==> config.mk <==
export PLATFORM = sky130hd
export DESIGN_NAME = score_keeper
export DESIGN_NICKNAME = d
export VERILOG_FILES = /design/src/rtl/score_pkg.sv /design/src/rtl/score_keeper_edge_det.sv /design/src/rtl/score_keeper.sv
export SDC_FILE = /design/constraint.sdc
export NUM_CORES = 1
export LEC_CHECK = 0
export CORE_AREA = 10 10 52 54
export CTS_CLUSTER_DIAMETER = 50
export CTS_CLUSTER_SIZE = 14
export DETAILED_ROUTE_END_ITERATION = 10
export DIE_AREA = 0 0 62 64
export GPL_ROUTABILITY_DRIVEN = 0
export GPL_TIMING_DRIVEN = 0
export SLEW_MARGIN = 20
export SYNTH_ARGS = -nofsm -noshare
export SYNTH_HDL_FRONTEND = slang
export SYNTH_SLANG_ARGS = --single-unit
==> constraint.sdc <==
create_clock -name clk -period 1.28 [get_ports clk]
set_input_delay 0.256 -clock clk [delete_from_list [all_inputs] [get_ports clk]]
set_output_delay 0.256 -clock clk [all_outputs]
set_load 0.05 [all_outputs]
==> src/rtl/score_pkg.sv <==
// Shared types and widths for the score keeper block.
package score_pkg;

  localparam int SCORE_W = 3;
  localparam int MISS_W  = 2;

  // Event lane indices into the edge-detector array
  localparam int EV_START = 0;
  localparam int EV_HIT   = 1;
  localparam int EV_MISS  = 2;
  localparam int NUM_EV   = 3;

  typedef enum logic [1:0] {
    IDLE = 2'd0,
    PLAY = 2'd1,
    WIN  = 2'd2,
    LOSE = 2'd3
  } state_e;

endpackage

==> src/rtl/score_keeper_edge_det.sv <==
// Registered rising-edge detector (module edge_det).
// A level already high when reset releases is swallowed: the first cycle
// out of reset only arms the detector and captures the level.
module edge_det (
  input  logic clk,
  input  logic rst_n,
  input  logic x,
  output logic ev
);

  logic x_q;
  logic armed;

  // One-cycle copy of the input plus the post-reset arm flag
  always_ff @(posedge clk) begin
    if (!rst_n) begin
      x_q   <= 1'b0;
      armed <= 1'b0;
    end else begin
      x_q   <= x;
      armed <= 1'b1;
    end
  end

  assign ev = x & ~x_q & armed;

endmodule

==> src/rtl/score_keeper.sv <==
// Game score keeper: counts hits and misses during play, declares win/lose.
// Optional macro SCORE_KEEPER_BLINK_EN makes win blink with a half-period of
// BLINK_DIV cycles; without it win is steady and no blink counter exists.
module score_keeper
  import score_pkg::*;
#(
  parameter int WIN_SCORE  = 7,
  parameter int MAX_MISSES = 3,
  parameter int BLINK_DIV  = 25_000_000
) (
  input  logic               clk,
  input  logic               rst_n,
  input  logic               start,
  input  logic               hit,
  input  logic               miss,
  output logic [SCORE_W-1:0] score,
  output logic [MISS_W-1:0]  misses,
  output logic               playing,
  output logic               win,
  output logic               lose
);

  localparam logic [SCORE_W-1:0] SCORE_LAST = SCORE_W'(WIN_SCORE - 1);
  localparam logic [MISS_W-1:0]  MISS_LAST  = MISS_W'(MAX_MISSES - 1);

  if (WIN_SCORE < 1 || WIN_SCORE > 7 || MAX_MISSES < 1 || MAX_MISSES > 3 ||
      BLINK_DIV < 1) begin : g_bad_param
    $error("score_keeper: parameter out of range");
  end

  logic [NUM_EV-1:0] raw;
  logic [NUM_EV-1:0] ev;
  state_e            state;
  logic              win_entry;
  logic              win_hold;

  assign raw = {miss, hit, start};

  for (genvar g = 0; g < NUM_EV; g++) begin : g_ed
    edge_det u_ed (
      .clk   (clk),
      .rst_n (rst_n),
      .x     (raw[g]),
      .ev    (ev[g])
    );
  end

  // Final point lands this edge; stay in WIN until a start event
  assign win_entry = (state == PLAY) && ev[EV_HIT] && (score == SCORE_LAST);
  assign win_hold  = (state == WIN) && !ev[EV_START];

  // Game FSM with registered score/miss counters and status flags.
  // In PLAY the counters stay below their limits, so +1 never wraps.
  always_ff @(posedge clk) begin
    if (!rst_n) begin
      state   <= IDLE;
      score   <= '0;
      misses  <= '0;
      playing <= 1'b0;
      lose    <= 1'b0;
    end else begin
      case (state)
        PLAY: begin
          if (ev[EV_HIT]) begin
            score <= score + 1'b1;
            if (score == SCORE_LAST) begin
              state   <= WIN;
              playing <= 1'b0;
            end
          end else if (ev[EV_MISS]) begin
            misses <= misses + 1'b1;
            if (misses == MISS_LAST) begin
              state   <= LOSE;
              playing <= 1'b0;
              lose    <= 1'b1;
            end
          end
        end
        IDLE, WIN, LOSE: begin
          if (ev[EV_START]) begin
            state   <= PLAY;
            score   <= '0;
            misses  <= '0;
            playing <= 1'b1;
            lose    <= 1'b0;
          end
        end
        default: state <= IDLE;
      endcase
    end
  end

`ifdef SCORE_KEEPER_BLINK_EN
  localparam int CNT_W = $clog2(BLINK_DIV + 1);
  localparam logic [CNT_W-1:0] CNT_LAST = CNT_W'(BLINK_DIV - 1);

  logic [CNT_W-1:0] blink_cnt;

  // Win blinks: on at entry, toggles every BLINK_DIV cycles while in WIN
  always_ff @(posedge clk) begin
    if (!rst_n) begin
      blink_cnt <= '0;
      win       <= 1'b0;
    end else if (win_entry) begin
      blink_cnt <= '0;
      win       <= 1'b1;
    end else if (win_hold) begin
      if (blink_cnt == CNT_LAST) begin
        blink_cnt <= '0;
        win       <= ~win;
      end else begin
        blink_cnt <= blink_cnt + 1'b1;
      end
    end else begin
      blink_cnt <= '0;
      win       <= 1'b0;
    end
  end
`else
  // Win is a steady flag for the whole WIN state
  always_ff @(posedge clk) begin
    if (!rst_n) win <= 1'b0;
    else        win <= win_entry | win_hold;
  end
`endif

endmodule

==> results of run 1 <==
through the flow:
step / power (W) / setup slack, ns / utilization [%] / hold WS (ns) / instances
after floorplan: 0.000512 / -0.00531 / - / 0.284 / 61
after global placement: 0.000542 / -0.479 / 46.7 / 0.498 / 98
after detailed placement: 0.000543 / -0.488 / 46.7 / 0.512 / 98
after CTS: 0.000795 / -0.00668 / 49.7 / 0.319 / 102
after global routing: 0.000837 / -0.0691 / 52.2 / 0.228 / 107
final: 0.000794 / 0.0222 / 52.2 / 0.221 / 107
kinds of logic (layout without fill, tap and decap cells):
family                     count (synthesis)  count (layout)  synth area share, %
adders and majority gates                  3               3                 5.95
buffers and inverters                      5              26                 2.97
muxes                                      1               1                 1.59
and+or+nand+nor                           25              25                 30.0
xor gates and xnor gates                   1               1                 1.39
AOI/OAI and AO/OA                         12              12                 13.7
DFF                                       14              14                 44.4
layout make-up:
| type | count | area [um^2] | area share [%] |
|---|---|---|---|
| buffer | 1 | 3.75 | 0.421 |
| tap | 25 | 31.3 | 3.51 |
| multi-input combinational | 42 | 379 | 42.6 |
| inverter | 4 | 15.0 | 1.69 |
| timing repair buffer | 18 | 138 | 15.4 |
| sequential | 14 | 302 | 33.8 |
| clock buffer | 3 | 22.5 | 2.53 |
flip-flops by register name, summed over array words and instances, names as in the netlist:
name	flops
win	1
misses	2
state	2
playing	1
g_ed.u_ed.armed	1
score	3
lose	1
g_ed.u_ed.x_q	3
critical path, stage by stage (launching register included):
cell	delay, ns
dfxtp_1	0.31
nand3b_1	0.23
a211oi_2	0.28
o21ai_2	0.11
a221oi_2	0.25
final timing paths:
check / slack [ns] / to
max reg2reg: 0.02 / playing
max: 0.02 / playing
min: 0.22 / g_ed[0].u_ed.x_q
min reg2reg: 0.53 / misses[0]
synthesized netlist by cell type (all sizes together):
master	number	share of area [%]
inv	4	2.4
a21oi	1	0.79
nand4	1	0.99
a21boi	2	2.4
and3	3	3.6
o22ai	1	0.99
a211oi	1	1.2
nand3b	3	3.6
nand3	1	0.79
or2	1	1.4
nor2	2	1.2
a22oi	1	1.2
dfxtp	14	44
nor4	1	3.4
and4	1	1.6
ha	3	6.0
nand2	3	1.8
o21a	2	2.4
a221oi	1	2.4
and2	5	5.0
o21ai	3	2.4
clkbuf	1	0.59
xnor2	1	1.4
mux2i	1	1.6
nor2b	4	6.7
power groups by stage:
stage	logic (W)	clock network, W	registers (W)
2_1_floorplan	0.0000428	0	0.000469
3_3_place_gp	0.0000834	0	0.000459
3_5_place_dp	0.0000838	0	0.000460
6_report	0.0000985	0.000248	0.000448
4_1_cts	0.0000861	0.000259	0.000450
5_1_grt	0.000106	0.000280	0.000451
layer usage:
layer | GRT usage [%] | wire length (um) | vias up
met4 | 6.70 | 33 | 0
met5 | 0 | 0 | -
met2 | 10.3 | 619 | 12
met1 | 8.77 | 649 | 228
met3 | 1.98 | 98 | 2
li1 | - | - | 257
cells in the final DEF, fill, tap and decap left out, types with 2 or more instances in the layout:
| cell | instances |
|---|---|
| inv_1 | 3 |
| dlygate4sd2_1 | 2 |
| buf_2 | 6 |
| dfxtp_1 | 7 |
| o21a_1 | 2 |
| nand2_1 | 3 |
| nand3b_1 | 3 |
| and2_1 | 5 |
| ha_1 | 2 |
| clkbuf_4 | 3 |
| nor2_1 | 2 |
| dfxtp_4 | 5 |
| clkdlybuf4s15_2 | 2 |
| and3_4 | 2 |
| dfxtp_2 | 2 |
| buf_4 | 6 |
| nor2b_4 | 3 |
timing repair:
item,in CTS,in global routing
pin swaps,2,3
endpoints found under the setup margin,16,10
buffers inserted,1,5
gates resized for setup,40,15
==> metrics.cfg, run 1 <==
[route]
viasPerCell=4.66
drc=0
drt_iter0_markers=3
vias=499
first_pass_iters=3
wl_per_cell_um=13.1
wirelength_mm=1.40
ant_nets=0

[clock_network]
cts_root_buffer=clkbuf_4
ctsHtreeMaxLevel=1
ctsHoldBuffers=0
cts_buffers=3
clock_latency_ns=0.28
cts_tree=done
cts_sinks=14
clkTransAtPathRegs_ns=0.08
cts_max_path_buffers=2

[power]
p_sw_share_pct=25.2
seqPwrFrac_pct=56.4
ir_drop_uv=492
internal_power_w=0.000594
combPwrFrac_pct=12.4
power_density_nw_per_um2=892
p_switching_w=0.000200
leakagePower_nw=0.356
clkPwrFrac_pct=31.2

[synthesis]
ys_warn_count=0
synth-seq-cells=14
syn_inst=61
ys_types=27
avgSynthCellArea_um2=10.3
syn_nets=69
syn_area_um2=631
yosysSeqAreaShare_pct=44.4

[die]
rows=15
die_area_um2=3970
core_um2=1710
floorplan.initialDensity_pct=36.9
io_pins=13
die_h_um=64
die_w_um=62

[grt]
grt_pass1_wl_mm=2.19
grt_max_degree=11
grt_pass1_vias=471
grt_overflow_total=0
grt_usage_pct=7.38
antenna_found_initial=0

[sta]
finalSetupTns_ns=0
fin_crit_ns=1.26
slew_headroom_pct=74.8
tightestPinTransition_ns=0.378
final-setup-viol-count=0
slew_violations=0
finalClockSkew_ns=0.00256
rsz0062_at_grt=true
hold_viol=0
post-route-period-util_pct=98.3
max_freq_mhz=795

[setup_path]
crit_start=g_ed[2].u_ed.x_q
crit_path_end_kind=register
worstPathRequired_ns=1.48
worstPathArrival_ns=1.46
reg2reg_depth=4
crit_type=register to register
start_kind=register
reg2reg_from=g_ed[2].u_ed.x_q
path_max_fanout=2

[place]
placed_area_um2=798
port_buffers=12
dp_hpwl_um=955

[job]
cap_violations=0

[cells_and_area]
stdcell_area_um2=891
area.growth.synth_to_final_pct=41.3
layout.nets=92
nFillCells=157
drive_gt1_share_pct=47.6
antenna_cells=0

[min_path]
min_from=start
whs_path_depth=2
hold_class=input port to register

[status]
status=complete, no violations

Power figures use the tool's default switching activity.
==> inputs of run 2 (changes only) <==
--- a/config.mk
+++ b/config.mk
@@ -5,13 +5,14 @@
 export SDC_FILE = /design/constraint.sdc
 export NUM_CORES = 1
 export LEC_CHECK = 0
-export CORE_AREA = 10 10 52 54
+export CORE_AREA = 10 10 51 53
 export CTS_CLUSTER_DIAMETER = 50
 export CTS_CLUSTER_SIZE = 14
 export DETAILED_ROUTE_END_ITERATION = 10
-export DIE_AREA = 0 0 62 64
+export DIE_AREA = 0 0 61 63
 export GPL_ROUTABILITY_DRIVEN = 0
 export GPL_TIMING_DRIVEN = 0
+export PLACE_DENSITY = 0.65
 export SLEW_MARGIN = 20
 export SYNTH_ARGS = -nofsm -noshare
 export SYNTH_HDL_FRONTEND = slang
==> run 2 against run 1 <==
Sequential share of layout area up 2.3 points. Critical path depth up 2. Combinational power down 8.7%. Wire length down 5.8%. Via count down 1.2%. Die area down 3.2%. Clock power about the same. Critical endpoint unchanged. Largest power group unchanged.
==> metrics.cfg, run 2 (synthesized netlist as in run 1, its figures left out) <==
[clock_network]
cts_max_path_buffers=2
ctsHtreeMaxLevel=1
cts_tree=done
cts_buffers=3
ctsHoldBuffers=0
cts_root_buffer=clkbuf_4
clock_latency_ns=0.28
clkTransAtPathRegs_ns=0.08
cts_sinks=14

[die]
die_h_um=63
die_w_um=61
die_area_um2=3840
rows=15
floorplan.initialDensity_pct=38.2
io_pins=13
core_um2=1650

[sta]
setup_slack_ns=0.0323
slew_headroom_pct=75.8
slew_violations=0
hold_viol=0
final-setup-viol-count=0
rsz0062_at_grt=true
tightestPinTransition_ns=0.361
post-route-period-util_pct=97.5
max_freq_mhz=802
finalClockSkew_ns=0.00175
fin_crit_ns=1.25

[setup_path]
start_kind=register
worstPathArrival_ns=1.45
crit_path_end_kind=register
worstPathRequired_ns=1.48
crit_type=register to register
path_max_fanout=3

[cells_and_area]
drive_gt1_share_pct=46.2
antenna_cells=0
stdcell_area_um2=838
utilization_pct=50.8
multi_input_area_um2=372
layout.nets=88
seqCellArea_um2=303
final_common_cell=buf_2
reg.largest.list=g_ed.u_ed.x_q: 3 flops, score: 3 flops
mostFrequentLayoutCells=7 x buf_2, 6 x dfxtp_1, 5 x and2_1, 5 x dfxtp_4
area.growth.synth_to_final_pct=32.9
nFillCells=163

[power]
leakagePower_nw=0.336
power_density_nw_per_um2=939
ir_drop_uv=411

[status]
status=complete, no violations

[route]
drc=0
first_pass_iters=4
viasPerCell=5.19
drt_iter0_markers=18
ant_nets=0
wirelength_mm=1.32
vias=493
wl_per_cell_um=13.9

[grt]
grt_max_degree=11
grt_overflow_total=0
grt_pass1_wl_mm=2.21
grt_pass1_vias=497
grt_usage_pct=7.41
antenna_found_initial=0

[job]
cap_violations=0

[place]
placed_area_um2=788
dp_hpwl_um=939
dp_slack_ns=-0.498
port_buffers=12

[min_path]
hold_class=input port to register

==> run 2: cell types whose count changed in the layout (fill, tap and decap cells not counted), sizes merged <==
cell and delta:
buf -3, clkdlybuf4s15 -1
==> run 2: worst max-delay path: stages (launching register included) <==
cell	delay [ns]
dfxtp_4	0.35
inv_2	0.07
ha_4	0.14
inv_1	0.04
a211oi_2	0.20
o21ai_2	0.09
a221oi_2	0.26
==> run 2: routing by layer <==
layer  wire (um)  up-vias  GRT usage (%)  part of all wire (%)
met5           0        -              0                     0
met4          50        0           6.59                   3.8
met3          88        5           2.24                   6.7
met2         611       18           10.6                    46
met1         569      220           8.34                    43
li1            -      250              -                     -
==> run 2: through the flow <==
stage | hold slack [ns] | power, W | instances | setup TNS, ns
2_1_floorplan | 0.284 | 0.000512 | 61 | -0.00531
3_3_place_gp | 0.501 | 0.000542 | 90 | -4.70
3_5_place_dp | 0.517 | 0.000543 | 90 | -4.95
4_1_cts | 0.322 | 0.000796 | 94 | -0.00939
5_1_grt | 0.248 | 0.000827 | 95 | -0.116
6_report | 0.220 | 0.000787 | 95 | 0
==> run 2: layout make-up <==
class	count	area share (%)
timing repair buffer	14	12.1
buffer	1	0.448
clock buffer	3	2.69
multi-input combinational	42	44.3
inverter	4	1.79
sequential	14	36.1
tap	17	2.54
==> run 2: final timing paths <==
| path | slack (ns) | start | cells after the start | end |
|---|---|---|---|---|
| setup / recovery | 0.03 | misses[0] | 6 | playing |
| hold / removal | 0.22 | start | 2 | g_ed[0].u_ed.x_q |
| setup reg to reg | 0.03 | misses[0] | 6 | playing |
| hold reg to reg | 0.53 | misses[0] | 2 | misses[0] |
==> run 2: what timing repair did <==
action	4_1_cts	5_1_grt
resized for setup	41	15
setup endpoints to repair	16	11
buffers inserted	1	1
hold endpoints to repair	0	0
pin swaps	2	5
==> run 2: where the power goes <==
group	switching, W	internal [W]	leakage [nW]
clock network	0.000140	0.000109	0.0138
logic	0.0000491	0.0000407	0.203
registers	0.00000878	0.000439	0.119
total	0.000198	0.000589	0.336
==> inputs of run 3 (changes only) <==
--- a/config.mk
+++ b/config.mk
@@ -13,7 +13,7 @@
 export GPL_ROUTABILITY_DRIVEN = 0
 export GPL_TIMING_DRIVEN = 0
 export PLACE_DENSITY = 0.65
-export SLEW_MARGIN = 20
+export SKIP_LAST_GASP = 1
 export SYNTH_ARGS = -nofsm -noshare
 export SYNTH_HDL_FRONTEND = slang
 export SYNTH_SLANG_ARGS = --single-unit
==> run 3 against run 2 <==
Clock-buffer cell count unchanged. Cell count unchanged. Sequential power about the same. Sequential cell count unchanged. Sequential share of layout area increased by 0.18 points. Critical path depth unchanged. Setup slack got worse by 0.0091 ns. Power about the same. Clock power about the same. Core utilization decreased by 0.45 points.
==> metrics.cfg, run 3 (synthesized netlist as in run 1, its figures left out) <==
[setup_path]
crit_family=compound AO/OA/AOI/OAI gates
reg2reg_depth=6
path_depth=6
critical-path-slowest-cell=dfxtp_4
worstPathArrival_ns=1.46
crit_top_cell=inv_1
cp_num_buf_inv=2
crit_path_end_kind=register
max_stage_delay_ns=0.35
crit_type=register to register
worstPathRequired_ns=1.48
start_kind=register
cp_cell_sequence=inv_1, ha_2, inv_1, a211oi_2, o21ai_2, a221oi_2
path_max_fanout=3

[clock_network]
ctsHtreeMaxLevel=1
cts_root_buffer=clkbuf_4
clkTransAtPathRegs_ns=0.08
cts_tree=done
clock_latency_ns=0.28
ctsHoldBuffers=0
cts_buffers=3
cts_max_path_buffers=2
cts_sinks=14

[cells_and_area]
stdcell_area_um2=831
reg.largest.list=g_ed.u_ed.x_q: 3 flops, score: 3 flops
antenna_cells=0
mostFrequentLayoutCells=7 x dfxtp_1, 7 x buf_2, 5 x and2_1, 5 x dfxtp_4, 4 x inv_1
layout.nets=88
drive_gt1_share_pct=43.6
area.growth.synth_to_final_pct=31.7

[sta]
hold_viol=0
finalClockSkew_ns=0.00174
tightestPinTransition_ns=0.372
slew_violations=0
post-route-period-util_pct=98.2
rsz0062_at_grt=true
max_freq_mhz=796
slew_headroom_pct=75.2
fin_crit_ns=1.26
final-setup-viol-count=0

[route]
wirelength_mm=1.32
wl_per_cell_um=13.9
ant_nets=0
drt_iter0_markers=18
vias=497
viasPerCell=5.23
drc=0
first_pass_iters=4

[die]
die_area_um2=3840
rows=15
die_h_um=63
core_um2=1650
io_pins=13
floorplan.initialDensity_pct=38.2
die_w_um=61

[place]
port_buffers=12
dp_hpwl_um=939
placed_area_um2=788

[grt]
grt_max_degree=11
grt_overflow_total=0
grt_usage_pct=7.45
antenna_found_initial=0
grt_pass1_wl_mm=2.21
grt_pass1_vias=491

[status]
status=complete, no violations

[power]
seqPwrFrac_pct=56.9
power_density_nw_per_um2=947
combPwrFrac_pct=11.5
clkPwrFrac_pct=31.6
p_total_w=0.000787
internal_power_w=0.000590
leakagePower_nw=0.342
p_sw_share_pct=25.0
p_switching_w=0.000197
ir_drop_uv=411

[job]
cap_violations=0

[min_path]
hold_class=input port to register
whs_path_depth=2

[run 3: routing by layer]
| layer | part of all wire, % | track usage (%) |
|---|---|---|
| met1 | 43 | 8.57 |
| met2 | 47 | 10.6 |
| met3 | 6.2 | 2.03 |
| met4 | 3.8 | 6.59 |
| met5 | 0 | 0 |
[run 3: worst register-to-register path, cell delays in order (launching register included)]
cell and delay (ns):
dfxtp_4 0.35, inv_1 0.07, ha_2 0.20, inv_1 0.05, a211oi_2 0.16, o21ai_2 0.09
a221oi_2 0.26
[run 3: path summary, 6_finish.rpt]
| path | startpoint | slack (ns) | end |
|---|---|---|---|
| max | misses[0] | 0.02 | playing |
| min | miss | 0.21 | g_ed[2].u_ed.x_q |
| max reg2reg | misses[0] | 0.02 | playing |
| min reg2reg | misses[0] | 0.51 | misses[0] |
[run 3: power groups by stage]
stage | sequential [W] | clock [W] | combinational (W)
after floorplan | 0.000469 | 0 | 0.0000428
after global placement | 0.000459 | 0 | 0.0000833
after detailed placement | 0.000459 | 0 | 0.0000844
after CTS | 0.000450 | 0.000258 | 0.0000892
after global routing | 0.000450 | 0.000280 | 0.0000972
final | 0.000448 | 0.000249 | 0.0000902
[run 3: through the flow]
stage	hold slack, ns	instances	utilization [%]	setup TNS, ns	worst slack [ns]
after floorplan	0.284	61	-	-0.00531	-0.00531
after global placement	0.501	90	47.7	-4.70	-0.474
after detailed placement	0.517	90	47.7	-4.95	-0.498
after CTS	0.334	94	51.3	-0.128	-0.0436
after global routing	0.214	95	50.3	-0.139	-0.0923
final	0.213	95	50.3	0	0.0233
[run 3: cell type report]
class                   count  area (um^2)
inverters                   4         15.0
multi-input cells          42          362
clock buffers               3         22.5
well taps                  17         21.3
flip-flops and latches     14          302
repair buffers             14          105
fillers                   166          821
plain buffers               1         3.75
[run 3: what timing repair did]
action,4_1_cts,5_1_grt
buffers inserted,1,1
pin swaps,2,4
setup endpoints to repair,16,13
resized for setup,33,21
